[config.mk]
export PLATFORM = sky130hd
export DESIGN_NAME = rr_arbiter_enc
export DESIGN_NICKNAME = d
export VERILOG_FILES = /design/src/rtl/rr_arbiter_enc.sv
export SDC_FILE = /design/constraint.sdc
export NUM_CORES = 1
export LEC_CHECK = 0
export ABC_AREA = 1
export BUFFER_PORTS_ARGS = -buffer_cell sky130_fd_sc_hd__buf_2
export CAP_MARGIN = 20
export CORE_MARGIN = 4
export CORE_UTILIZATION = 52
export CTS_CLUSTER_DIAMETER = 40
export CTS_CLUSTER_SIZE = 24
export DETAILED_ROUTE_END_ITERATION = 8
export PLACE_DENSITY = 0.76
export SLEW_MARGIN = 0
export SYNTH_ARGS = -nofsm -noshare
export SYNTH_HDL_FRONTEND = slang
export SYNTH_SLANG_ARGS = --single-unit
export TNS_END_PERCENT = 100
[constraint.sdc]
create_clock -name clk_i -period 2.85 [get_ports clk_i]
set_input_delay 0.1425 -clock clk_i [delete_from_list [all_inputs] [get_ports clk_i]]
set_output_delay 0.1425 -clock clk_i [all_outputs]
set_load 0.03 [all_outputs]
[src/rtl/rr_arbiter_enc.sv]
// Round-robin arbiter with a registered one-hot grant, valid/ready handoff
// and a binary-encoded grant index. Two-state FSM: IDLE and GRANT.
module rr_arbiter_enc #(
    parameter  int width = 8,
    localparam int m     = $clog2(width)
) (
    input  logic             clk_i,
    input  logic             rst_ni,
    input  logic [width-1:0] req_i,
    input  logic             ready_i,
    output logic [width-1:0] gnt_o,
    output logic [m-1:0]     idx_o,
    output logic             valid_o,
    output logic [m-1:0]     ptr_o
);

    // Handshake: a grant is transferred in any cycle where valid_o && ready_i.
    // gnt_o/idx_o are frozen while valid_o is high and ready_i is low.

    typedef enum logic {
        IDLE  = 1'b0,
        GRANT = 1'b1
    } state_e;

    state_e           state_q, state_d;
    logic [width-1:0] gnt_q, gnt_d;
    logic [m-1:0]     ptr_q, ptr_d;

    logic [m-1:0]     idx_w;
    logic [m-1:0]     next_ptr_w;
    logic [m-1:0]     scan_ptr_w;
    logic [width-1:0] cand_w;
    logic [width-1:0] pick_w;
    logic             handshake_w;

    function automatic logic [m-1:0] onehot_enc(input logic [width-1:0] oh);
        logic [m-1:0] enc;
        enc = '0;
        for (int i = 0; i < width; i++) begin
            if (oh[i]) begin
                enc = enc | m'(i);
            end
        end
        return enc;
    endfunction

    // Lowest set bit at or above p; if none, lowest set bit overall.
    function automatic logic [width-1:0] rr_pick(input logic [width-1:0] r,
                                                 input logic [m-1:0]     p);
        logic [width-1:0] hi;
        logic [width-1:0] src;
        logic [width-1:0] sel;
        for (int i = 0; i < width; i++) begin
            hi[i] = r[i] && (i >= int'(p));
        end
        src = (hi != '0) ? hi : r;
        sel = '0;
        for (int i = width - 1; i >= 0; i--) begin
            if (src[i]) begin
                sel = '0;
                sel[i] = 1'b1;
            end
        end
        return sel;
    endfunction

    assign idx_w       = onehot_enc(gnt_q);
    assign next_ptr_w  = idx_w + m'(1);
    assign handshake_w = (state_q == GRANT) && ready_i;
    // The current holder's own request never takes part in the next selection.
    assign cand_w      = req_i & ~gnt_q;
    assign scan_ptr_w  = (state_q == GRANT) ? next_ptr_w : ptr_q;
    assign pick_w      = rr_pick(cand_w, scan_ptr_w);

    always_comb begin
        state_d = state_q;
        gnt_d   = gnt_q;
        ptr_d   = ptr_q;
        case (state_q)
            IDLE: begin
                if (cand_w != '0) begin
                    gnt_d   = pick_w;
                    state_d = GRANT;
                end
            end
            GRANT: begin
                if (handshake_w) begin
                    ptr_d = next_ptr_w;
                    if (cand_w != '0) begin
                        gnt_d = pick_w;
                    end else begin
                        gnt_d   = '0;
                        state_d = IDLE;
                    end
                end
            end
            default: begin
                gnt_d   = '0;
                state_d = IDLE;
            end
        endcase
    end

    always_ff @(posedge clk_i or negedge rst_ni) begin
        if (!rst_ni) begin
            state_q <= IDLE;
            gnt_q   <= '0;
            ptr_q   <= '0;
        end else begin
            state_q <= state_d;
            gnt_q   <= gnt_d;
            ptr_q   <= ptr_d;
        end
    end

    assign gnt_o   = gnt_q;
    assign idx_o   = idx_w;
    assign valid_o = (state_q == GRANT);
    assign ptr_o   = ptr_q;

endmodule
# ---- Word-level counts from Yosys, hierarchy flattened
# Index checks and enable logic that the tools add are counted.
dict set report word_totals {
  regBits 12
  inputBits 11
  out_inout_bits 15
  wordCells 52
}
dict set report classes {
  addsub 1
  magnitude_cmp 7
  n_eq_ne 2
  mux 24
  bitwise 3
  n_reduce_logical 12
}
# op n
set ops {}
lappend ops {{$mux 8} 11}
lappend ops {{$pmux 8 s2} 1}
lappend ops {{$reduce_bool 8->1} 2}
lappend ops {{$mux 3} 5}
lappend ops {{$ge 3x3->1 const A} 3}
lappend ops {{$and 8x8->8} 1}
lappend ops {{$logic_and 1x1->1} 8}
lappend ops {{$not 8->8} 1}
lappend ops {{$mux 7} 1}
lappend ops {{$ge 1x3->1 const A} 2}
lappend ops {{$ge 2x3->1 const A} 2}
lappend ops {{$mux 2} 2}
lappend ops {{$reduce_and 2->1} 2}
lappend ops {{$add 3x1->3 const B} 1}
lappend ops {{$mux 1} 3}
lappend ops {{$ne 2x1->1 const B} 1}
lappend ops {{$ne 2x2->1 const B} 1}
lappend ops {{$pmux 1 s2} 1}
lappend ops {{$not 1->1} 1}

# ---- Depth between registers and ports, before layout
dict set report logic_depth {
  depth_word 23
  ltp_mapped 19
  mapped_depth_nobuf 19
}

# ---- Worst setup path before layout
# OpenSTA, ideal clock, no wires.
dict set report synth_path {
  path_type {register to register}
  start {reg gnt_q[7], in the netlist gnt_o[7]}
  end {reg gnt_q[7], in the netlist gnt_o[7]}
  arrival_ns 2.393
  required_ns 2.728
  slack_ns 0.335
  stages_incl_launch_ff 19
  n_path_buf 0
  period_less_slack_ns 2.515
  path_cell_list {dfrtp_1 -> nor2_1 -> nand3_1 -> ha_1 -> inv_1 -> nand2_1 -> nand2_2 -> inv_1 -> nand3_2 -> inv_2 -> nand2_2 -> nand2_1 -> nand2_2 -> nor2_4 -> nand2_2 -> o21ai_2 -> inv_2 -> nand2_2 -> o21ai_1}
}
dict set report synth_via {
  elab_chain_cells 17
  elab_cells_between_ends 36
  classes_between {add/sub: 1; order compare: 7; eq/ne: 1; mux: 15; bitwise: 2; reduce/logical: 10}
}
# item line
set synth_lines {}
lappend synth_lines {{start: declaration} 26} ;# logic [width-1:0] gnt_q, gnt_d;
lappend synth_lines {{start signal: assignment} 111} ;# gnt_q <= gnt_d;
lappend synth_lines {{$mux 3 *} 40} ;# if (oh[i]) begin
lappend synth_lines {{via idx_o[1]} 12} ;# output logic [m-1:0] idx_o,
lappend synth_lines {{$add 3x1->3 *} 68} ;# assign next_ptr_w = idx_w + m'(1);
lappend synth_lines {{via next_ptr_w[1]} 30} ;# logic [m-1:0] next_ptr_w;
lappend synth_lines {{$mux 3 *} 72} ;# assign scan_ptr_w = (state_q == GRANT) ? next_ptr_w : ptr_q;
lappend synth_lines {{$ge 1x3->1, or another cell as far along} 54} ;# hi[i] = r[i] && (i >= int'(p));
lappend synth_lines {{$logic_and 1x1->1} 54}
lappend synth_lines {{$reduce_bool 8->1} 56} ;# src = (hi != '0) ? hi : r;
lappend synth_lines {{$mux 7 *} 56}
lappend synth_lines {{$mux 8 (6 in a row)} 59} ;# if (src[i]) begin
lappend synth_lines {{$mux 8 *} 59}
lappend synth_lines {{$mux 8} 89} ;# if (cand_w != '0) begin
lappend synth_lines {{$mux 8} 87} ;# if (handshake_w) begin
lappend synth_lines {{$pmux 8 s2 *} 79} ;# case (state_q)
# The timed path passes the listed nets; every way through them passes the cells marked *. The select of a mux whose other input is x is not followed.
# A chain may end at the register's enable or synchronous reset.

# ---- Worst setup path in the final report
dict set report layout_path {
  start {reg gnt_q[3], in the netlist gnt_o[3]}
  end {reg gnt_q[6], in the netlist gnt_o[6]}
}
dict set report layout_via {
  elab_chain_cells 21
  elab_cells_between_ends 39
  classes_between {add/sub: 1; order compare: 7; eq/ne: 1; mux: 18; bitwise: 2; reduce/logical: 10}
}
# item line
set layout_lines {}
lappend layout_lines {{$mux 2 *} 40}
lappend layout_lines {{$mux 3 * (4 in a row)} 40}
lappend layout_lines {{$add 3x1->3 *} 68}
lappend layout_lines {{via next_ptr_w[1]} 30}
lappend layout_lines {{$mux 3 *} 72}
lappend layout_lines {{$ge 1x3->1, or another cell as far along} 54}
lappend layout_lines {{$logic_and 1x1->1} 54}
lappend layout_lines {{$reduce_bool 8->1} 56}
lappend layout_lines {{$mux 7 *} 56}
lappend layout_lines {{$mux 8 (6 in a row)} 59}
lappend layout_lines {{$mux 8 *} 59}
lappend layout_lines {{$mux 8} 89}
lappend layout_lines {{$mux 8} 87}
lappend layout_lines {{$pmux 8 s2 *} 79}
# Marks and branches as above.

==> results by group <==
Status
  • Status: finished, final reports clean

Setup path
  • R2r worst-path depth: 18
  • Crit Path Max Fanout: 6
  • Critical Path RT: 3.01 ns
  • CP Capture Type: register
  • Reg2reg setup slack: 0.46 ns
  • CP Class: register to register
  • Reg-to-Reg End: gnt_o[6]
  • CP startpoint kind: register
  • CP Data Arrival Time: 2.55 ns
  • Worst flop-to-flop path startpoint: gnt_o[3]

Clocking
  • Setup Fix Bufs, Post-CTS: 0
  • Worst-Skew Late Latency: 0.27 ns
  • CTS root buf: clkbuf_4
  • CTS max path bufs: 2
  • TritonCTS Sinks: 12
  • Clock transition at path regs: 0.07 ns
  • CTS tree: built
  • CTS Buf Count: 3
  • H-tree depth: 1

Final layout
  • Layout Nets: 192
  • Finished Core Util: 66.8%
  • Share of post-route cells with drive strength above 1: 35.4%
  • Ant. Diodes: 0
  • Fill count: around 180
  • Synth-to-Final Area Change: 17.3%

Timing
  • Final hold viol count: 0
  • Crit share post-route: 83.9%
  • FMAX: 0.418 GHz
  • Endpoints failing setup: 0
  • Clk_skew: about 0.0031 ns
  • RSZ-0062 raised after global routing: no
  • Least-Margin Pin Slew: between 0.4 and 0.5 ns
  • Rel. slew slack: 72.5%
  • Max-slew violation count: 0
  • Sum of negative setup slack: 0 ns
  • Fin crit period: 2.39 ns

GRT
  • Grt ovf: 0
  • Largest net degree at the start of global routing: 13
  • GRT Util Overall: 19.7%
  • Vias in the first global route: 960
  • First-pass GRT wire length: 4020 um
  • Antenna violations before repair: 0

Die
  • Core area: 0.00180 mm^2
  • Initial Utilization: 56.9%
  • IO Pins: 26
  • Die Area: 0.00275 mm^2
  • DIE HEIGHT: 52.4 um
  • Die Wd: 52.4 um
  • # rows: 15

Synth
  • Yosys cell types: 24
  • Seq/Total Area, Yosys: 29.3%
  • Synthesized Nets: 162
  • Mapped Area: around 0.0010 mm^2
  • Flops & latches, synth: 12
  • Cell count after synthesis: 150
  • Avg Cell Area, Syn: 6.84 um^2
  • Yosys warning total: 0

Hold path
  • Hold Path Origin: ready_i
  • Hold Path Stages: 3
  • Hold Crit Class: input port to register
  • Hold Crit Endpoint: valid_o

Job
  • Max_cap viols: 0

Placement
  • PortBufs: 25
  • Post-DP HPWL: 1990 um
  • Routability Congestion: 0.908

Routing
  • Post-DR wirelength/cell: 11.9 um
  • Post-Route WL: 2410 um
  • First DRT Iteration DRCs: 26
  • Vias/cell: 5.17
  • Vias: 1,049
  • Routed Antenna Nets: 0
  • Drt pass-1 iters: 4
  • DR DRC count: 0
[final cells by class]
class | instances | area (um^2) | share of cell area [%]
inverter | 24 | 92.6 | 7.69
multi-input combinational | 113 | 622 | 51.7
timing repair buffer | 26 | 135 | 11.2
tap | 25 | 31.3 | 2.60
sequential | 12 | 300 | 24.9
clock buffer | 3 | 22.5 | 1.87
[critical path: stages, from the launching register on]
cell and delay [ns]:
dfrtp_1 0.42, nor2_1 0.20, nand2_2 0.12, ha_1 0.28, inv_1 0.04, nand2_1 0.06, nand2_2 0.08, inv_1 0.09
nand3_2 0.11, inv_2 0.07, nand2_2 0.05, nand2_1 0.08, nand2_2 0.06, nor2_4 0.16, nand3_1 0.12, nand3_1 0.14
nor2_4 0.06, nand4_1 0.08, nand2_1 0.06
[sequential cells by signal, summed over array words and instances, names as in the netlist]
signal / count
ptr_o: 3
valid_o: 1
gnt_o: 8
[stage by stage]
| stage | instances | instance area (um^2) | worst slack (ns) | hold slack (ns) |
|---|---|---|---|---|
| floorplan | 150 | 1030 | 0.335 | -0.153 |
| global placement | 199 | 1170 | 0.529 | 0.0441 |
| detailed placement | 199 | 1170 | 0.463 | 0.0433 |
| CTS | 203 | 1200 | 0.451 | 0.155 |
| global route | 203 | 1200 | 0.151 | 0.172 |
| finish | 203 | 1200 | 0.460 | 0.161 |
[timing repair]
| action | CTS | global route |
|---|---|---|
| hold buffers | 1 | 0 |
| hold endpoints to repair | 12 | 0 |
| gates resized for setup | 0 | 0 |
[routing by layer]
| layer | global-route usage (%) | vias to the layer above | routed length [um] |
|---|---|---|---|
| met5 | 0 | - | 0 |
| met1 | 25.4 | 472 | 1120 |
| met4 | 8.51 | 0 | 48 |
| met2 | 31.8 | 33 | 1080 |
| li1 | - | 537 | - |
| met3 | 3.70 | 7 | 155 |
[logic make-up after synthesis]
family                     share of synthesized area [%]
and+or+nand+nor                                     50.7
buffers and inverters                               10.1
AOI/OAI and AO/OA                                   8.66
DFF                                                 29.3
adders and majority gates                           1.22
[Yosys cell counts]
cell type | instances | area, um^2
or2_2 | 1 | 6.26
o21ai_1 | 5 | 25.0
inv_1 | 21 | 78.8
inv_4 | 1 | 6.26
nor2_4 | 5 | 56.3
o21ai_2 | 2 | 17.5
nor4_1 | 2 | 12.5
nand4_1 | 1 | 6.26
nor2_1 | 13 | 48.8
nand2_2 | 16 | 100
or2_1 | 2 | 12.5
a21o_1 | 1 | 7.51
ha_1 | 1 | 12.5
nand2_4 | 1 | 11.3
nand3_1 | 18 | 90.1
a21oi_2 | 1 | 8.76
inv_2 | 2 | 7.51
nand2_1 | 32 | 120
dfrtp_1 | 12 | 300
a21oi_1 | 3 | 15.0
buf_6 | 1 | 11.3
o21ai_0 | 3 | 15.0
nand3_2 | 5 | 50.1
nor2_2 | 1 | 6.26
[layout by cell type, fill, tap and decap left out]
cell / Yosys / routed
nand2_1: 32 / 32
buf_2: 0 / 25
inv_1: 21 / 21
nand3_1: 18 / 18
nand2_2: 16 / 16
nor2_1: 13 / 13
dfrtp_1: 12 / 12
nor2_4: 5 / 5
nand3_2: 5 / 5
o21ai_1: 5 / 5
a21oi_1: 3 / 3
o21ai_0: 3 / 3
clkbuf_4: 0 / 3
nor4_1: 2 / 2
or2_1: 2 / 2
inv_2: 2 / 2
o21ai_2: 2 / 2
nor2_2: 1 / 1
nand2_4: 1 / 1
inv_4: 1 / 1
or2_2: 1 / 1
a21oi_2: 1 / 1
a21o_1: 1 / 1
nand4_1: 1 / 1
ha_1: 1 / 1
dlygate4sd3_1: 0 / 1
[worst max path at each step]
stage / start / endpoint / slack [ns] / depth (start not counted)
4_1_cts: gnt_o[5] / gnt_o[6] / 0.45 / 18
5_1_grt: gnt_o[1] / gnt_o[4] / 0.15 / 16
3_5_place_dp: gnt_o[5] / gnt_o[6] / 0.46 / 18
2_1_floorplan: gnt_o[7] / gnt_o[7] / 0.33 / 18
6_report: gnt_o[3] / gnt_o[6] / 0.46 / 18
3_3_place_gp: gnt_o[5] / gnt_o[7] / 0.53 / 18
Power is not shown: default switching activity piles up to over one toggle a cycle in this logic, so the estimate is an artifact.
